File: src/rtl/tiny_proc_pkg.sv
// Shared definitions for the tiny processor: run-controller state encodings and default widths.
package tiny_proc_pkg;

  localparam int ADDR_W_DEF = 4;
  localparam int DATA_W_DEF = 8;
  localparam int NIB_W      = 4;

  typedef enum logic [2:0] {
    ST_IDLE  = 3'd0,
    ST_LOAD  = 3'd1,
    ST_FLUSH = 3'd2,
    ST_RUN   = 3'd3,
    ST_HALT  = 3'd4,
    ST_STEP  = 3'd5
  } run_state_t;

endpackage

File: src/rtl/core_run_ctrl_pin_sync_edge.sv
// Multi-flop synchronizer for one asynchronous pin, exposing the synchronized level
// and a single-cycle rising-edge pulse.
module pin_sync_edge #(
  parameter int STAGES = 2
) (
  input  logic clk,
  input  logic rst,
  input  logic pin,
  output logic level,
  output logic rise
);

  logic [STAGES-1:0] sync_q;
  logic              prev_q;

  always_ff @(posedge clk) begin
    if (rst) begin
      sync_q <= '0;
      prev_q <= 1'b0;
    end else begin
      sync_q <= {sync_q[STAGES-2:0], pin};
      prev_q <= sync_q[STAGES-1];
    end
  end

  assign level = sync_q[STAGES-1];
  assign rise  = sync_q[STAGES-1] & ~prev_q;

endmodule

File: src/rtl/core_run_ctrl.sv
// Run/program sequencer: serial nibble load of imem, then flush/run/halt/single-step control.
// Optional breakpoint stall path enabled by defining TINY_PROC_BREAKPOINT_EN.
module core_run_ctrl
  import tiny_proc_pkg::*;
#(
  parameter int ADDR_W      = ADDR_W_DEF,
  parameter int DATA_W      = DATA_W_DEF,
  parameter int SYNC_STAGES = 2
) (
  input  logic              clk,
  input  logic              rst,
  input  logic              prog_mode_i,
  input  logic              prog_stb_i,
  input  logic [NIB_W-1:0]  prog_nib_i,
  input  logic              run_i,
  input  logic              halt_i,
  input  logic              step_i,
`ifdef TINY_PROC_BREAKPOINT_EN
  input  logic [ADDR_W-1:0] pc_i,
  input  logic [ADDR_W-1:0] bp_addr_i,
  input  logic              bp_valid_i,
`endif
  output logic              imem_we_o,
  output logic [ADDR_W-1:0] imem_waddr_o,
  output logic [DATA_W-1:0] imem_wdata_o,
  output logic              core_stall_o,
  output logic              core_flush_o,
  output logic [2:0]        state_o
);

  logic mode_lvl, mode_rise;
  logic stb_lvl,  stb_rise;
  logic run_lvl,  run_rise;
  logic halt_lvl, halt_rise;
  logic step_lvl, step_rise;

  pin_sync_edge #(.STAGES(SYNC_STAGES)) u_sync_mode (
    .clk(clk), .rst(rst), .pin(prog_mode_i), .level(mode_lvl), .rise(mode_rise));
  pin_sync_edge #(.STAGES(SYNC_STAGES)) u_sync_stb (
    .clk(clk), .rst(rst), .pin(prog_stb_i), .level(stb_lvl), .rise(stb_rise));
  pin_sync_edge #(.STAGES(SYNC_STAGES)) u_sync_run (
    .clk(clk), .rst(rst), .pin(run_i), .level(run_lvl), .rise(run_rise));
  pin_sync_edge #(.STAGES(SYNC_STAGES)) u_sync_halt (
    .clk(clk), .rst(rst), .pin(halt_i), .level(halt_lvl), .rise(halt_rise));
  pin_sync_edge #(.STAGES(SYNC_STAGES)) u_sync_step (
    .clk(clk), .rst(rst), .pin(step_i), .level(step_lvl), .rise(step_rise));

  // Nibble data rides its own chain of equal depth so it lines up with the strobe edge.
  logic [NIB_W-1:0] nib_sync [SYNC_STAGES];
  logic [NIB_W-1:0] nib_lvl;

  always_ff @(posedge clk) begin
    nib_sync[0] <= prog_nib_i;
    for (int i = 1; i < SYNC_STAGES; i++) begin
      nib_sync[i] <= nib_sync[i-1];
    end
  end

  assign nib_lvl = nib_sync[SYNC_STAGES-1];

  run_state_t state;
  logic       stall_q;
  logic       nib_hi;

`ifdef TINY_PROC_BREAKPOINT_EN
  logic bp_skip;
  logic bp_hit;

  assign bp_hit       = (state == ST_RUN) && bp_valid_i && (pc_i == bp_addr_i) && !bp_skip;
  assign core_stall_o = stall_q | bp_hit;
`else
  logic bp_hit;

  assign bp_hit       = 1'b0;
  assign core_stall_o = stall_q;
`endif

  assign state_o = state;

  always_ff @(posedge clk) begin
    if (rst) begin
      state        <= ST_IDLE;
      imem_we_o    <= 1'b0;
      imem_waddr_o <= '0;
      imem_wdata_o <= '0;
      stall_q      <= 1'b1;
      core_flush_o <= 1'b0;
      nib_hi       <= 1'b0;
`ifdef TINY_PROC_BREAKPOINT_EN
      bp_skip      <= 1'b0;
`endif
    end else begin
      imem_we_o    <= 1'b0;
      core_flush_o <= 1'b0;
`ifdef TINY_PROC_BREAKPOINT_EN
      bp_skip      <= 1'b0;
`endif
      unique case (state)
        ST_IDLE: begin
          stall_q <= 1'b1;
          if (!halt_rise && !step_rise) begin
            if (run_rise) begin
              state        <= ST_FLUSH;
              core_flush_o <= 1'b1;
            end else if (mode_lvl) begin
              state        <= ST_LOAD;
              imem_waddr_o <= '0;
              nib_hi       <= 1'b0;
            end
          end
        end

        ST_LOAD: begin
          stall_q <= 1'b1;
          // The write issued last cycle retires here; the address wraps at the top of imem.
          if (imem_we_o) begin
            imem_waddr_o <= imem_waddr_o + ADDR_W'(1);
          end
          if (!mode_lvl) begin
            state  <= ST_IDLE;
            nib_hi <= 1'b0;
          end else if (stb_rise) begin
            if (!nib_hi) begin
              imem_wdata_o[NIB_W-1:0] <= nib_lvl;
              nib_hi                  <= 1'b1;
            end else begin
              imem_wdata_o[NIB_W +: NIB_W] <= nib_lvl;
              imem_we_o                    <= 1'b1;
              nib_hi                       <= 1'b0;
            end
          end
        end

        ST_FLUSH: begin
          state   <= ST_RUN;
          stall_q <= 1'b0;
        end

        ST_RUN: begin
          if (halt_rise || bp_hit) begin
            state   <= ST_HALT;
            stall_q <= 1'b1;
          end else begin
            stall_q <= 1'b0;
          end
        end

        ST_HALT: begin
          stall_q <= 1'b1;
          if (!halt_rise) begin
            if (step_rise) begin
              state   <= ST_STEP;
              stall_q <= 1'b0;
`ifdef TINY_PROC_BREAKPOINT_EN
              bp_skip <= 1'b1;
`endif
            end else if (run_rise) begin
              state   <= ST_RUN;
              stall_q <= 1'b0;
`ifdef TINY_PROC_BREAKPOINT_EN
              bp_skip <= 1'b1;
`endif
            end else if (mode_lvl) begin
              state        <= ST_LOAD;
              imem_waddr_o <= '0;
              nib_hi       <= 1'b0;
            end
          end
        end

        ST_STEP: begin
          state   <= ST_HALT;
          stall_q <= 1'b1;
        end

        default: begin
          state   <= ST_IDLE;
          stall_q <= 1'b1;
        end
      endcase
    end
  end

endmodule

File: config.mk
export PLATFORM = sky130hd
export DESIGN_NAME = core_run_ctrl
export DESIGN_NICKNAME = d
export VERILOG_FILES = /design/src/rtl/tiny_proc_pkg.sv /design/src/rtl/core_run_ctrl_pin_sync_edge.sv /design/src/rtl/core_run_ctrl.sv
export SDC_FILE = /design/constraint.sdc
export NUM_CORES = 1
export LEC_CHECK = 0
export CAP_MARGIN = 20
export CORE_MARGIN = 2
export CORE_UTILIZATION = 50
export DETAILED_ROUTE_END_ITERATION = 16
export DONT_BUFFER_PORTS = 1
export GPL_ROUTABILITY_DRIVEN = 0
export PLACE_DENSITY_LB_ADDON = 0.3
export SETUP_SLACK_MARGIN = 0.02
export SKIP_CTS_REPAIR_TIMING = 1
export SLEW_MARGIN = 20
export SYNTH_ARGS = -nofsm -noshare
export SYNTH_HDL_FRONTEND = slang
export SYNTH_SLANG_ARGS = --single-unit
File: constraint.sdc
create_clock -name clk -period 2.7 [get_ports clk]
set_input_delay 0.54 -clock clk [delete_from_list [all_inputs] [get_ports clk]]
set_output_delay 0.54 -clock clk [all_outputs]
set_load 0.1 [all_outputs]
==> metrics.md, run 1 <==
| Metric | Value |
|---|---|
| I/O Buffers | 0 |
| DRC Markers | 0 |
| Fin cells | between 150 and 200 |
| I/O pin cnt | 29 |
| YS warnings | 0 |
| Drt wl/cell | about 13 µm |
| Post-synthesis cell count | around 140 |
| Comb power frac | 0.045 |
| Drt first pass iters | 4 |
| Largest net degree at the start of global routing | 35 |
| Slew HR | 0.337 |
| First-pass GRT wire length | between 4000 and 5000 µm |
| Final wirelength | between 2000 and 2500 µm |
| Post-route ant nets | 0 |
| DP Wirelength | approximately 1700 µm |
| Delay-heaviest family, CP | flip-flops |
| Worst-path cell chain | buf_4 |
| Number of buffers and inverters on the critical path | 1 |
| Number of synthesized flops with an enable pin | 0 |
| Tmin final | between 1500 and 2000 ps |
| CTS root buffer | clkbuf_4 |
| Maximum clock path buffer count | 2 |
| Power density cells | about 600 mW/mm² |
| Die Span X | approximately 59 µm |
| Async S/R FF share, synth | 0 |
| Clock skew | roughly 9.5 ps |
| Crit. End Element | primary output |
| Core box area | about 0.0028 mm² |
| Switching Fraction | 0.240 |
| Initial Util | 0.539 |
| Most instantiated cells after synthesis | 41 x dfxtp_1, 20 x nor2b_1, 12 x nor2_1 |
| Vias in the first global route | 974 |
| Worst-path fanout max | 10 |
| Number of buffers created by CTS | 5 |
| Initial antenna violation count | 0 |
| Final Slew Violations | 0 |
| Fin util | 0.591 |
| Top cell type's share of synthesized area | 0.543 |
| Cell variety after synth | 34 |
| Row count | 19 |
| Largest area contributor in the netlist | dfxtp_1 |
| Most numerous cell in the Yosys netlist | dfxtp_1 |
| Inst Count DP | ~180 |
| Static Leak | between 0.6 and 0.7 nW |
| Clock sink count | a little over 40 |
| CTS tree | done |
| Number of fill cells | around 250 |
| Area contributors post-synth | dfxtp_1 54%, nor2b_1 8.3%, mux2i_1 5.3%, nand2b_1 4.1%, nor4b_4 3.1% |
| NetSw | between 0.2 and 0.25 mW |
| Post-synth design cell area | about 0.0015 mm² |
| Critical Path AT | around 1400 ps |
| Clk network pwr share | 0.319 |
| Run status | completed |
| Ys flop type | dfxtp_1 |
| DRT iter0 DRCs | 50 |
| Startpoint Class | flip-flop |
| Area Growth Syn to Fin | 9.68% |
| RSZ-0062 raised after global routing | false |
| Syn Area/Cell | 10.5 µm² |
| Final Hold Vio Count | 0 |
| Number of max-cap violations | 0 |
| CP max-delay cell | dfxtp_1 |
| Register area share after synthesis | 0.543 |
| Final period utilization | 0.700 |
| Die Ht | 59.0 µm |
| HP Class | in -> reg |
| Remaining Overflow, GRT | 0 |
| Setup CP Type | reg -> out |
| Seq cells post-synth | 41 |
| Nets@finish | about 170 |
| Via Count | roughly 1000 |
| Critical path data required time | approximately 2200 ps |
| Syn Nets | ~160 |
| Sequential fraction of design power | 0.637 |
| Measured slew at the worst slew-check pin | 994 ps |
| H-tree Lvls | 2 |
| Setup TNS | 0 ps |
| Layout cells sized above 1 | 0.160 |
| Final setup fails | 0 |
| Fmax | around 0.53 GHz |
| Via density | between 5 and 6 |
| VDD IR max | between 0.0004 and 0.0005 V |
| Diode count | 0 |
| Die Footprint | around 0.0035 mm² |
| GRT Total Usage | 0.157 |
| Internal power | a little under 0.8 mW |
| Clock latency on the worst-skew pair | around 350 ps |
| Clock Pin Slew Worst Setup and Hold Paths | between 100 and 150 ps |
| Largest stage delay, worst path | about 620 ps |
state kept, by name (all words and copies together) (netlist names):
name,flops
imem_wdata_o,8
nib_sync,8
imem_waddr_o,4
state_o,3
u_sync_halt.sync_q,2
u_sync_mode.sync_q,2
u_sync_run.sync_q,2
u_sync_stb.sync_q,2
u_sync_step.sync_q,2
core_flush_o,1
core_stall_o,1
imem_we_o,1
nib_hi,1
u_sync_halt.prev_q,1
u_sync_run.prev_q,1
u_sync_stb.prev_q,1
u_sync_step.prev_q,1
placed cells by master (no fill, tap or decap):
master,synthesis,routed
dfxtp_1,41,41
nor2b_1,20,20
nor2_1,12,12
buf_4,1,11
nand2b_1,10,10
o21ai_0,8,8
mux2i_1,8,8
a21oi_1,6,6
clkbuf_4,0,5
nand2_1,4,4
nand3_1,3,3
nand4_1,2,2
nand3b_1,2,2
nor4b_4,2,2
inv_1,2,2
nor3b_2,1,1
a2bb2oi_1,1,1
o22ai_1,1,1
nand3b_4,1,1
nor2_2,1,1
o311ai_0,1,1
nand4_2,1,1
o211ai_1,1,1
o21bai_1,1,1
o31a_1,1,1
or4_1,1,1
nor3_1,1,1
o21a_1,1,1
a211o_1,1,1
a21o_1,1,1
a221oi_1,1,1
ha_1,1,1
clkbuf_8,0,1
clkinv_4,0,1
clkinv_2,0,1
power groups by stage:
stage          clock network (mW)  registers, mW  logic [mW]
3_5_place_dp                    0          0.658      0.0452
4_1_cts                     0.327          0.644      0.0454
5_1_grt                     0.352          0.647      0.0492
3_3_place_gp                    0          0.657      0.0441
6_report                    0.322          0.644      0.0453
2_1_floorplan                   0          0.663      0.0385
path summary, 6_finish.rpt:
kind	endpoint	cells after the start	start	slack (ps)
max	state_o[2]	1	state_o[2]$_SDFFE_PP0P_	810
min reg2reg	nib_sync[0][4]$_DFF_P_	0	nib_sync[0][0]$_DFF_P_	330
max reg2reg	imem_wdata_o[3]$_SDFFE_PP0P_	4	state_o[0]$_SDFFE_PP0P_	1040
min	nib_sync[0][1]$_DFF_P_	0	prog_nib_i[1]	210
layout make-up:
class / instances / area (µm²) / area share
clock inverters: 2 / 13.8 / 0.00830
inverters: 2 / 7.51 / 0.00452
repair buffers: 11 / 82.6 / 0.0498
multi-input cells: 94 / 644 / 0.388
clock buffers: 6 / 51.3 / 0.0309
well taps: 31 / 38.8 / 0.0234
flip-flops and latches: 41 / 821 / 0.495
cell families after synthesis:
logic type | after synthesis | share of synthesized area
mux | 8 | 0.0529
buf+inv | 9 | 0.0314
compound gates | 24 | 0.0993
flops | 41 | 0.543
simple gates | 61 | 0.265
fa+ha+maj | 1 | 0.00827
routing by layer:
metal  track usage  vias to the layer above  part of all wire  routed length [µm]
met5             0                        -                 0                   0
met3        0.0764                        8             0.079                 192
met1         0.179                      454              0.44                1070
met4        0.0584                        0             0.019                  47
li1              -                      514                 -                   -
met2         0.256                       39              0.46                1110
through the flow:
stage	setup WS, ps	instance area (µm²)	power, mW	hold WS, ps
4_1_cts	793	1660	1.02	202
3_5_place_dp	1030	1590	0.703	314
3_3_place_gp	1130	1590	0.701	310
5_1_grt	722	1660	1.05	184
6_report	810	1660	1.01	215
2_1_floorplan	701	1510	0.701	310
No activity file was read; power rests on OpenSTA's default activity.
==> run 2: changes to the inputs <==
Settings changed: ABC_AREA set to 1.
Clock period 2.7 ns to 1.9 ns, I/O delays scaled along.
==> run 2 against run 1 <==
Effect of this change:
- combinational power increased to 4.0 times the previous value
- register-to-register slack got worse by 510 ps
- total power increased by 63%
- critical path depth unchanged
- sequential share of layout area decreased by 3.5 points
- sequential power increased by 41%
- clock skew decreased by 2.5 ps
- die area increased by 1.8%
- via count increased by 25%
- wire length increased by 10%
- final area increased by 7.8%
- synthesized cell count increased by 42%
- critical path type unchanged
- critical endpoint unchanged
- highest routed layer unchanged
==> metrics.md, run 2 <==
| Metric | Value |
|---|---|
| Run status | completed (unchanged) |
| Most common cell after layout, fill and taps aside | nor2_1 (was dfxtp_1) |
| Main combinational cell family by area after synthesis | simple AND/OR/NAND/NOR gates (unchanged) |
| Maximum clock path buffer count | 2 (unchanged) |
| Initial antenna violation count | 0 (unchanged) |
| Largest area contributor in the netlist | dfxtp_1 (unchanged) |
| Clock Pin Slew Worst Setup and Hold Paths | 120 ps (was 110 ps) |
| YS warnings | 0 (unchanged) |
| Syn Area/Cell | 7.56 µm² (was 10.5 µm²) |
| Top Registers | imem_wdata_o: 8 flops, nib_sync: 8 flops, imem_waddr_o: 4 flops (unchanged) |
| Ys flop type | dfxtp_1 (unchanged) |
| Fin cells | 260 (was 187) |
| CP max-delay cell | dfxtp_1 (unchanged) |
| Critical Path AT | 1160 ps (was 1350 ps) |
| Die Ht | 59.5 µm (was 59.0 µm) |
| Delay-heaviest family, CP | flip-flops (unchanged) |
| Seq cells post-synth | 41 (unchanged) |
| Adder-Cell Fraction of Synth Area | 0.00812 (was 0.00827) |
| Measured slew at the worst slew-check pin | 407 ps (was 994 ps) |
| Worst-path cell chain | buf_4 (unchanged) |
| Post-synthesis cell count | 204 (was 144) |
| Inst Count DP | 252 (was 179) |
| Tmin final | ~1500 ps |
| Final Slew Violations | 0 (unchanged) |
| Async S/R FF share, synth | 0 (unchanged) |
| CTS root buffer | clkbuf_4 (unchanged) |
| Post-synthesis compound-gate area fraction | 0.0698 (was 0.0993) |
| Clock latency on the worst-skew pair | 340 ps (was 350 ps) |
| Area contributors post-synth | dfxtp_1 53%, nor2_1 10%, nand2_1 9.7%, inv_1 8.0%, o21ai_0 3.9% (was dfxtp_1 54%, nor2b_1 8.3%, mux2i_1 5.3%, nand2b_1 4.1%, nor4b_4 3.1%) |
| Top cell type's share of synthesized area | 0.532 (was 0.543) |
| Fmax | around 0.65 GHz |
| Layout cells sized above 1 | 0.154 (was 0.160) |
| Synth Area in Simple Gates | 0.285 (was 0.266) |
| Syn Nets | 216 (was 156) |
| Core box area | 0.00300 mm² (was 0.00281 mm²) |
| Row count | 20 (was 19) |
| I/O Buffers | 0 (unchanged) |
| Number of fill cells | 279 (was 246) |
| Number of buffers created by CTS | 5 (unchanged) |
| HP Class | in -> reg (unchanged) |
| DP Wirelength | 1960 µm (was 1710 µm) |
| DRT iter0 DRCs | 48 (was 50) |
| Drt wl/cell | 10.3 µm (was 13.0 µm) |
| Startpoint Class | flip-flop (unchanged) |
| Diode count | 0 (unchanged) |
| Final Hold Vio Count | 0 (unchanged) |
| Critical path data required time | 1520 ps (was 2160 ps) |
| Worst-path fanout max | 7 (was 10) |
| Cell variety after synth | 19 (was 34) |
| First-pass GRT wire length | 4300 µm (was 4100 µm) |
| Setup CP Type | reg -> out (unchanged) |
| H-tree Lvls | 2 (unchanged) |
| Largest stage delay, worst path | 470 ps (was 620 ps) |
| Number of max-cap violations | 0 (unchanged) |
| Crit. End Element | primary output (unchanged) |
| VDD IR max | 0.000554 V (was 0.000427 V) |
| Post-synthesis mux area share | 0 (was 0.0529) |
| Nets@finish | 238 (was 167) |
| Clock skew | 6.93 ps (was 9.46 ps) |
| Largest net degree at the start of global routing | 24 (was 35) |
| Drt first pass iters | 5 (was 4) |
| Most instantiated cells after synthesis | 41 x dfxtp_1, 41 x nor2_1, 40 x nand2_1 (was 41 x dfxtp_1, 20 x nor2b_1, 12 x nor2_1) |
| Via density | 4.90 (was 5.43) |
| Register area share after synthesis | 0.532 (was 0.543) |
| Die Footprint | 0.00354 mm² (was 0.00348 mm²) |
| Initial Util | 0.513 (was 0.539) |
| Static Leak | 0.852 nW (was 0.685 nW) |
| RSZ-0062 raised after global routing | false (unchanged) |
| Most frequent cells in the layout | 41 x nor2_1, 40 x nand2_1, 40 x dfxtp_1, 33 x inv_1, 18 x buf_4 (was 41 x dfxtp_1, 20 x nor2b_1, 12 x nor2_1, 11 x buf_4, 10 x nand2b_1) |
| I/O pin cnt | 29 (unchanged) |
| Vias in the first global route | 1090 (was 974) |
| CTS tree | done (unchanged) |
| Clock sink count | 41 (unchanged) |
| Final setup fails | 0 (unchanged) |
| Number of buffers and inverters on the critical path | 1 (unchanged) |
| GRT Total Usage | 0.163 (was 0.157) |
| Die Span X | 59.5 µm (was 59.0 µm) |
| Setup TNS | 0 ps (unchanged) |
| Slew HR | 0.728 (was 0.337) |
| Post-synth design cell area | 0.00154 mm² (was 0.00151 mm²) |
| Post-route ant nets | 0 (unchanged) |
| Power density cells | 920 mW/mm² (was 610 mW/mm²) |
| Final period utilization | 0.809 |
| Final wirelength | 2670 µm (was 2420 µm) |
| DRC Markers | 0 (unchanged) |
| Remaining Overflow, GRT | 0 (unchanged) |
| XOR/XNOR share of the synthesized area | 0.00568 (was 0) |
| Via Count | 1273 (was 1015) |
| Area Growth Syn to Fin | 16.0% (was 9.68%) |
| Number of synthesized flops with an enable pin | 0 (unchanged) |
run 2: changes by cell type in the layout (fill, tap and decap cells not counted), moves of 4 or more:
cell / previous run / this run
nand2_1: 4 / 40
buf_4: 11 / 18
nand2b_1: 10 / 0
nor2b_1: 20 / 0
inv_1: 2 / 33
nand3_1: 3 / 10
mux2i_1: 8 / 0
o21ai_0: 8 / 12
nor2_1: 12 / 41
run 2: area by class of cell:
type                    instances  area, µm²  share of cell area
clock buffers                   6       41.3              0.0231
clock inverters                 2       38.8              0.0217
inverters                      37        141              0.0791
multi-input cells             123        568               0.318
flip-flops and latches         41        822               0.460
well taps                      33       41.3              0.0231
repair buffers                 18        135              0.0756
run 2: stage by stage:
step	total power, mW	hold slack [ps]	setup slack [ps]	cell area, µm²	util
global placement	1.10	312	625	1710	0.569
finish	1.65	54.6	363	1790	0.595
CTS	1.66	42.2	362	1790	0.595
global route	1.71	29.2	295	1790	0.595
floorplan	1.08	310	79.4	1540	-
detailed placement	1.11	313	571	1710	0.569
run 2: logic make-up after synthesis:
logic type	Yosys count
DFF	41
and+or+nand+nor	100
xor gates and xnor gates	1
buffers and inverters	40
AOI/OAI and AO/OA	21
adders and majority gates	1
run 2: final timing paths:
| path | from | to | slack (ps) | cells past startpoint |
|---|---|---|---|---|
| worst min register to register | nib_sync[0][1]$_DFF_P_ | nib_sync[0][5]$_DFF_P_ | 340 | 0 |
| worst max-delay path | state_o[2]$_SDFFE_PP0P_ | state_o[2] | 360 | 1 |
| worst min-delay path | prog_nib_i[0] | nib_sync[0][0]$_DFF_P_ | 50 | 0 |
| worst max register to register | state_o[2]$_SDFFE_PP0P_ | imem_waddr_o[3]$_SDFFE_PP0P_ | 530 | 8 |
run 2: where the power goes:
group	total (mW)	switching, mW	internal [mW]	leakage, nW
logic	0.183	0.138	0.0452	0.473
clock network	0.556	0.276	0.280	0.0424
registers	0.907	0.0168	0.890	0.337
total	1.65	0.430	1.22	0.852
run 2: layer usage:
metal | track usage | share of wire | routed length, µm
met2 | 0.267 | 0.47 | 1260
met5 | 0 | 0 | 0
met1 | 0.186 | 0.43 | 1150
met4 | 0.0794 | 0.030 | 79
met3 | 0.0611 | 0.066 | 176
